## src/rtl/mux_scan_ctrl.sv

```systemverilog
// Scan controller for a 4:1 single-bit mux: steps the select lines, samples y per channel,
// and delivers 4-bit frames on a valid/ready handshake. Define MUX_SCAN_PARITY_EN to add frame_par.
module mux_scan_ctrl #(
  parameter int SETTLE_CYCLES = 2,
  parameter int CNT_W         = 4
) (
  input  logic       clk,
  input  logic       rst_n,
  input  logic       start,
  input  logic       stop,
  input  logic       mode_cont,
  input  logic       mux_y,
  output logic       sel_s1,
  output logic       sel_s0,
  output logic [3:0] frame_data,
  output logic       frame_valid,
  input  logic       frame_ready,
  output logic       busy,
  output logic       overrun
`ifdef MUX_SCAN_PARITY_EN
  ,
  output logic       frame_par
`endif
);

  localparam int              SETTLE_EFF = (SETTLE_CYCLES < 1) ? 1 : SETTLE_CYCLES;
  localparam logic [CNT_W-1:0] LAST_CNT  = CNT_W'(SETTLE_EFF - 1);

  typedef enum logic [1:0] {
    IDLE,
    SETTLE,
    SAMPLE
  } state_t;

  state_t           state_q, state_d;
  logic [1:0]       ch_q, ch_d;
  logic [CNT_W-1:0] cnt_q, cnt_d;
  logic [2:0]       shadow_q, shadow_d;
  logic             cont_q, cont_d;
  logic [3:0]       data_q, data_d;
  logic             valid_q, valid_d;
  logic             ovr_q, ovr_d;
  logic             complete;
`ifdef MUX_SCAN_PARITY_EN
  logic             par_q, par_d;
`endif

  always_comb begin
    // NOTE: every signal gets a default first so no path leaves it unassigned (no latches).
    state_d  = state_q;
    ch_d     = ch_q;
    cnt_d    = cnt_q;
    shadow_d = shadow_q;
    cont_d   = cont_q;
    data_d   = data_q;
    valid_d  = valid_q;
    ovr_d    = ovr_q;
    complete = 1'b0;
`ifdef MUX_SCAN_PARITY_EN
    par_d    = par_q;
`endif

    case (state_q)
      IDLE: begin
        if (start) begin
          state_d = SETTLE;
          ch_d    = 2'd0;
          cnt_d   = '0;
          cont_d  = mode_cont;
        end
      end
      SETTLE: begin
        if (stop) begin
          state_d = IDLE;
          ch_d    = 2'd0;
          cnt_d   = '0;
        end else if (cnt_q == LAST_CNT) begin
          state_d = SAMPLE;
          cnt_d   = '0;
        end else begin
          cnt_d = cnt_q + CNT_W'(1);
        end
      end
      SAMPLE: begin
        cnt_d = '0;
        // The last channel always closes its frame; stop then only suppresses the rescan.
        if (ch_q == 2'd3) begin
          complete = 1'b1;
          ch_d     = 2'd0;
          state_d  = (cont_q && !stop) ? SETTLE : IDLE;
        end else if (stop) begin
          state_d = IDLE;
          ch_d    = 2'd0;
        end else begin
          shadow_d[ch_q] = mux_y;
          ch_d           = ch_q + 2'd1;
          state_d        = SETTLE;
        end
      end
      default: begin
        state_d = IDLE;
        ch_d    = 2'd0;
        cnt_d   = '0;
      end
    endcase

    if (complete) begin
      if (!valid_q || frame_ready) begin
        data_d  = {mux_y, shadow_q};
        valid_d = 1'b1;
`ifdef MUX_SCAN_PARITY_EN
        par_d   = ^{mux_y, shadow_q};
`endif
      end else begin
        ovr_d = 1'b1;
      end
    end else if (valid_q && frame_ready) begin
      valid_d = 1'b0;
    end
  end

  // NOTE: state registers use non-blocking assignments so every flop samples pre-edge values.
  always_ff @(posedge clk or negedge rst_n) begin
    if (!rst_n) begin
      state_q  <= IDLE;
      ch_q     <= 2'd0;
      cnt_q    <= '0;
      // NOTE: the shadow is small and its value is visible only through frame_data, but it is
      // still reset so a frame can never carry stale or X bits.
      shadow_q <= '0;
      cont_q   <= 1'b0;
      data_q   <= '0;
      valid_q  <= 1'b0;
      ovr_q    <= 1'b0;
`ifdef MUX_SCAN_PARITY_EN
      par_q    <= 1'b0;
`endif
    end else begin
      state_q  <= state_d;
      ch_q     <= ch_d;
      cnt_q    <= cnt_d;
      shadow_q <= shadow_d;
      cont_q   <= cont_d;
      data_q   <= data_d;
      valid_q  <= valid_d;
      ovr_q    <= ovr_d;
`ifdef MUX_SCAN_PARITY_EN
      par_q    <= par_d;
`endif
    end
  end

  assign sel_s1      = ch_q[1];
  assign sel_s0      = ch_q[0];
  assign frame_data  = data_q;
  assign frame_valid = valid_q;
  assign busy        = (state_q != IDLE);
  assign overrun     = ovr_q;
`ifdef MUX_SCAN_PARITY_EN
  assign frame_par   = par_q;
`endif

endmodule
```

## config.mk

```make
export PLATFORM = sky130hd
export DESIGN_NAME = mux_scan_ctrl
export DESIGN_NICKNAME = d
export VERILOG_FILES = /design/src/rtl/mux_scan_ctrl.sv
export SDC_FILE = /design/constraint.sdc
export NUM_CORES = 1
export LEC_CHECK = 0
export ABC_AREA = 1
export BUFFER_PORTS_ARGS = -buffer_cell sky130_fd_sc_hd__buf_2
export CORE_AREA = 2 2 44 46
export DETAILED_ROUTE_END_ITERATION = 10
export DIE_AREA = 0 0 46 48
export MAX_ROUTING_LAYER = met4
export PLACE_DENSITY = 0.74
export SYNTH_ARGS = -nofsm -noshare
export SYNTH_HDL_FRONTEND = slang
export SYNTH_SLANG_ARGS = --single-unit
```

## constraint.sdc

```tcl
create_clock -name clk -period 2.1 [get_ports clk]
set_input_delay 0.105 -clock clk [delete_from_list [all_inputs] [get_ports clk]]
set_output_delay 0.105 -clock clk [all_outputs]
set_load 0.1 [all_outputs]
```

======== Word-level counts from Yosys, hierarchy flattened ========
Cells that the tools add are included.
W data, S select, Z words.
cells by class
  add/subtract/negate cells ............... 2
  multiply operators ...................... 0
  divide/modulo/power cells ............... 0
  $lt $le $gt $ge ......................... 2
  equality and inequality tests ........... 8
  shifts and indexed selects .............. 0
  mux-type cells .......................... 24
  bitwise gates (word level) .............. 3
  reduce and logical (&&, ||, !) cells .... 16
operators by type and width
  kind                   number
  $mux W2                7
  $mux W4                3
  $pmux W2 S3            2
  $reduce_and A2 Y1      6
  $mux W1                9
  $pmux W4 S2            1
  $add A4 B1 Y4 const B  1
  $eq A2 B2 Y1 const B   2
  $eq A4 B1 Y1 const B   1
  $ne A2 B2 Y1 const B   2
  $reduce_bool A2 Y1     2
  $bwmux W3              1
  $logic_and A1 B1 Y1    3
  $lt A2 B3 Y1 const B   1
  $ne A3 B3 Y1 const B   1
  $not A1 Y1             3
  $reduce_and A3 Y1      1
  $add A2 B1 Y2 const B  1
  $demux W1 S2           1
  $eq A2 B1 Y1 const B   1
  $ge A2 B1 Y1 const B   1
  $logic_not A1 Y1       2
  $logic_not A2 Y1       1
  $ne A2 B1 Y1 const B   1
  $logic_or A1 B1 Y1     1
storage, ports and cells
  register bits ........................... 18
  bits in latches ......................... 0
  bits in writable memories ............... 0
  memory bits (read-only) ................. 0
  output and inout port bits .............. 9
  word-level logic and storage cells ...... 63
  memories ................................ 0

======== Logic depth before layout (Yosys ltp) ========
  depth in word-level cells ............... 5
  mapped depth ............................ 6

======== Least setup slack after synthesis ========
Ideal clock, no wire load.
  kind .................................... flip-flop to flip-flop
  from .................................... register ch_q[0]
  to ...................................... register data_q[3], in the netlist frame_data[3]
  arrival ................................. 1765 ps
  required time ........................... 1975 ps
  setup slack ............................. 210 ps
  cell stages (with the launch flop) ...... 7
  path buffers ............................ 0
  period minus slack after synthesis ...... 1890 ps
  cell sequence ........................... dfrtp_1 > ha_1 > nand2_1 > nor2_2 > nand2_1 > nand2_1 > o21ai_1
on the way
  longest elaborated chain between the ends .. 4
RTL lines
  element                      line  text
  start, declared              36    logic [1:0] ch_q, ch_d;
  start signal, assigned       140   ch_q <= ch_d;
  $eq A2 B2 Y1                 87    if (ch_q == 2'd3) begin
  $mux W1                      87
  $mux W1                      63    case (state_q)
  $reduce_and A2 Y1 (no line)  n/a
  end signal, assigned         144   data_q <= data_d;
  end, declared                40    logic [3:0] data_q, data_d;
Every way passes these cells.
A chain may end at the register's enable or synchronous reset.

======== Worst setup path after layout ========
  from .................................... register state_q[0]
  to ...................................... output busy
on the way
  longest elaborated chain between the ends .. 1
RTL lines
  element                 line  text
  start, declared         35    state_t state_q, state_d;
  start signal, assigned  139   state_q <= state_d;
  $reduce_bool A2 Y1      157   assign busy = (state_q != IDLE);
  end, declared           18    output logic busy,
Every way passes these cells.

==> impl_metrics.env <==
export IMPL_cts_buffers=3
export IMPL_yosysTopAreaCellShare=0.510
export IMPL_syn_inst=108
export IMPL_detailed_place_hpwl_mm=1.16
export IMPL_synth_fa_ha_area_frac=0.0850
export IMPL_required_ns=2.00
export IMPL_ys_seq_area_frac=0.510
export IMPL_grtUsageTotal=0.184
export IMPL_clk_latency_ns=0.29
export IMPL_worst_pin_slew_ns=0.496
export IMPL_synthTopCellsByCount="nand2_1 (35), dfrtp_1 (18), inv_1 (13), nand3_1 (12)"
export IMPL_ys_ff_latch=18
export IMPL_max_slew_margin=0.671
export IMPL_via_per_inst=5.17
export IMPL_io_buffers=15
export IMPL_synthFlopType="dfrtp_1"
export IMPL_nets=142
export IMPL_cts_num_sinks=18
export IMPL_start_util=0.523
export IMPL_layout_drive_gt1_share=0.189
export IMPL_cts_buffer_depth=2
export IMPL_ctsResizeCount=0
export IMPL_yosys_area_top_type="dfrtp_1"
export IMPL_yosysMostFrequentCell="nand2_1"
export IMPL_dr_pass1_iters=4
export IMPL_cp_start_kind="flop"
export IMPL_synth_compound_area_frac=0.0623
export IMPL_hold_path_class="input pin to flop"
export IMPL_worst_ep_arrival_time_ns=1.30
export IMPL_antenna_found_initial=0
export IMPL_overflow=0
export IMPL_cts_setup_buffers=0
export IMPL_yosysWarnings=0
export IMPL_setup_viol=0
export IMPL_setup_tns_ns=0
export IMPL_p_leak_uw=0.000577
export IMPL_drt_initial_drc_count=22
export IMPL_die_h_um=48
export IMPL_drv_cap=0
export IMPL_place_gp_congestion=0.797
export IMPL_period_needed_ns=1.40
export IMPL_rsz0062_at_grt="false"
export IMPL_synth_area_um2=883
export IMPL_hold_viol_final=0
export IMPL_path_max_fanout=5
export IMPL_crit_type="flop to output port"
export IMPL_die_w_um=46
export IMPL_rows=15
export IMPL_ant_nets=0
export IMPL_core_mm2=0.00169
export IMPL_drv_slew=0
export IMPL_syn_area_per_cell_um2=8.18
export IMPL_cts_root_buffer="clkbuf_4"
export IMPL_ys_top_cells_by_area="dfrtp_1 (51%), nand2_1 (15%), ha_1 (8.5%)"
export IMPL_synthMuxAreaShare=0
export IMPL_diodes=0
export IMPL_synth_xor_area_frac=0
export IMPL_route_vias_total=744
export IMPL_drc=0
export IMPL_synth_fp_nets=121
export IMPL_cts_max_level=1
export IMPL_worstSetupEndpointType="output port"
export IMPL_area_delta_synth_final_pct=14.6
export IMPL_fin_crit_sh=0.667
export IMPL_reg2reg_slack_ns=0.79
export IMPL_fmax_mhz=714
export IMPL_grt_pass1_wl_mm=2.70
export IMPL_cts_tree="built"
export IMPL_synth_top_family_by_area="simple AND/OR/NAND/NOR gates"
export IMPL_status="completed"
export IMPL_drt_wirelength_per_cell_um=10.7
export IMPL_wl_mm=1.55
export IMPL_holdBufCountCts=1
export IMPL_grt_pass1_vias=659
export IMPL_ir_worst_vdd_mv=0.953
export IMPL_power_density_mw_per_mm2=973
export IMPL_yosys_area_share_simple=0.275
export IMPL_cts_reportedPaths_clkPinSlew_ns=0.10
export IMPL_synth_async_reset_ratio=1.00
export IMPL_holdWs_ns=0.0427
export IMPL_synth_edf_count=0
export IMPL_ioPinCount=16
export IMPL_fin_skew_ns=0.00518
export IMPL_synth_cell_types=13
export IMPL_grt_max_degree=19
export IMPL_die_area_mm2=0.00221
## registers in the layout, summed over array words and instances (netlist names)
register	flops
shadow_q	3
cont_q	1
ch_q	2
frame_data	4
frame_valid	1
overrun	1
cnt_q	4
state_q	2
## stage by stage
step / power, uW / setup slack [ns] / instances / utilization / area (um^2)
6_report: 985 / 0.700 / 144 / 0.599 / 1010
5_1_grt: 1060 / 0.606 / 144 / 0.599 / 1010
4_1_cts: 988 / 0.693 / 144 / 0.599 / 1010
3_5_place_dp: 820 / 0.807 / 140 / 0.580 / 980
3_3_place_gp: 809 / 0.821 / 140 / 0.580 / 980
2_1_floorplan: 743 / 0.210 / 108 / - / 883
## path summary, 6_finish.rpt
kind,startpoint,end,depth (start not counted)
setup / recovery,state_q[0]$_DFFE_PN0P_,busy,3
hold / removal,mode_cont,cont_q$_DFFE_PN0P_,3
setup reg to reg,ch_q[1]$_DFFE_PN0P_,frame_data[3]$_DFFE_PN0P_,6
hold reg to reg,frame_data[0]$_DFFE_PN0P_,frame_data[0]$_DFFE_PN0P_,2
max in group asynchronous,rst_n,frame_data[3]$_DFFE_PN0P_,2
min in group asynchronous,rst_n,state_q[0]$_DFFE_PN0P_,2
## cells by family after synthesis
logic type / count (synthesis)
flip-flops: 18
AND/OR/NAND/NOR: 58
buffers and inverters: 16
adder cells (fa/ha/maj): 6
AO/OA/AOI/OAI: 10
## power breakdown
group	internal [uW]	switching (uW)	leakage, uW	total (uW)
registers	405	60.6	0.000245	465
clock network	66.8	101	0.0000138	168
logic	85.2	266	0.000318	352
total	557	428	0.000577	985
## cell usage in the layout, fill, tap and decap left out
| master | synthesis | routed |
|---|---|---|
| buf_2 | 0 | 15 |
| nand4_1 | 1 | 1 |
| o21bai_1 | 1 | 1 |
| o21ai_1 | 7 | 7 |
| ha_1 | 6 | 6 |
| dlygate4sd3_1 | 0 | 1 |
| nand2_1 | 35 | 35 |
| dfrtp_1 | 18 | 18 |
| inv_2 | 3 | 3 |
| nor2_2 | 3 | 3 |
| o211ai_1 | 1 | 1 |
| nand3_1 | 12 | 12 |
| a21oi_1 | 1 | 1 |
| clkbuf_4 | 0 | 3 |
| inv_1 | 13 | 13 |
| nor2_1 | 7 | 7 |
## critical path: stages (launching register included)
cell     delay (ns)
dfrtp_1        0.46
inv_1          0.06
nand2_1        0.06
buf_2          0.42
## area by class of cell
class / count / area, um^2
Inverter: 16 / 60.1
Clock buffer: 3 / 22.5
Timing Repair Buffer: 16 / 85.1
Fill cell: 154 / 677
Tap cell: 17 / 21.3
Multi-Input combinational cell: 74 / 373
Sequential cell: 18 / 450
## routing by layer
metal,vias to the layer above,global-route usage,wire [um]
met5,-,-,0
met4,0,0.109,18
met3,2,0.0453,68
met2,21,0.272,696
met1,340,0.226,765
li1,381,-,-
Power figures use the tool's default switching activity.
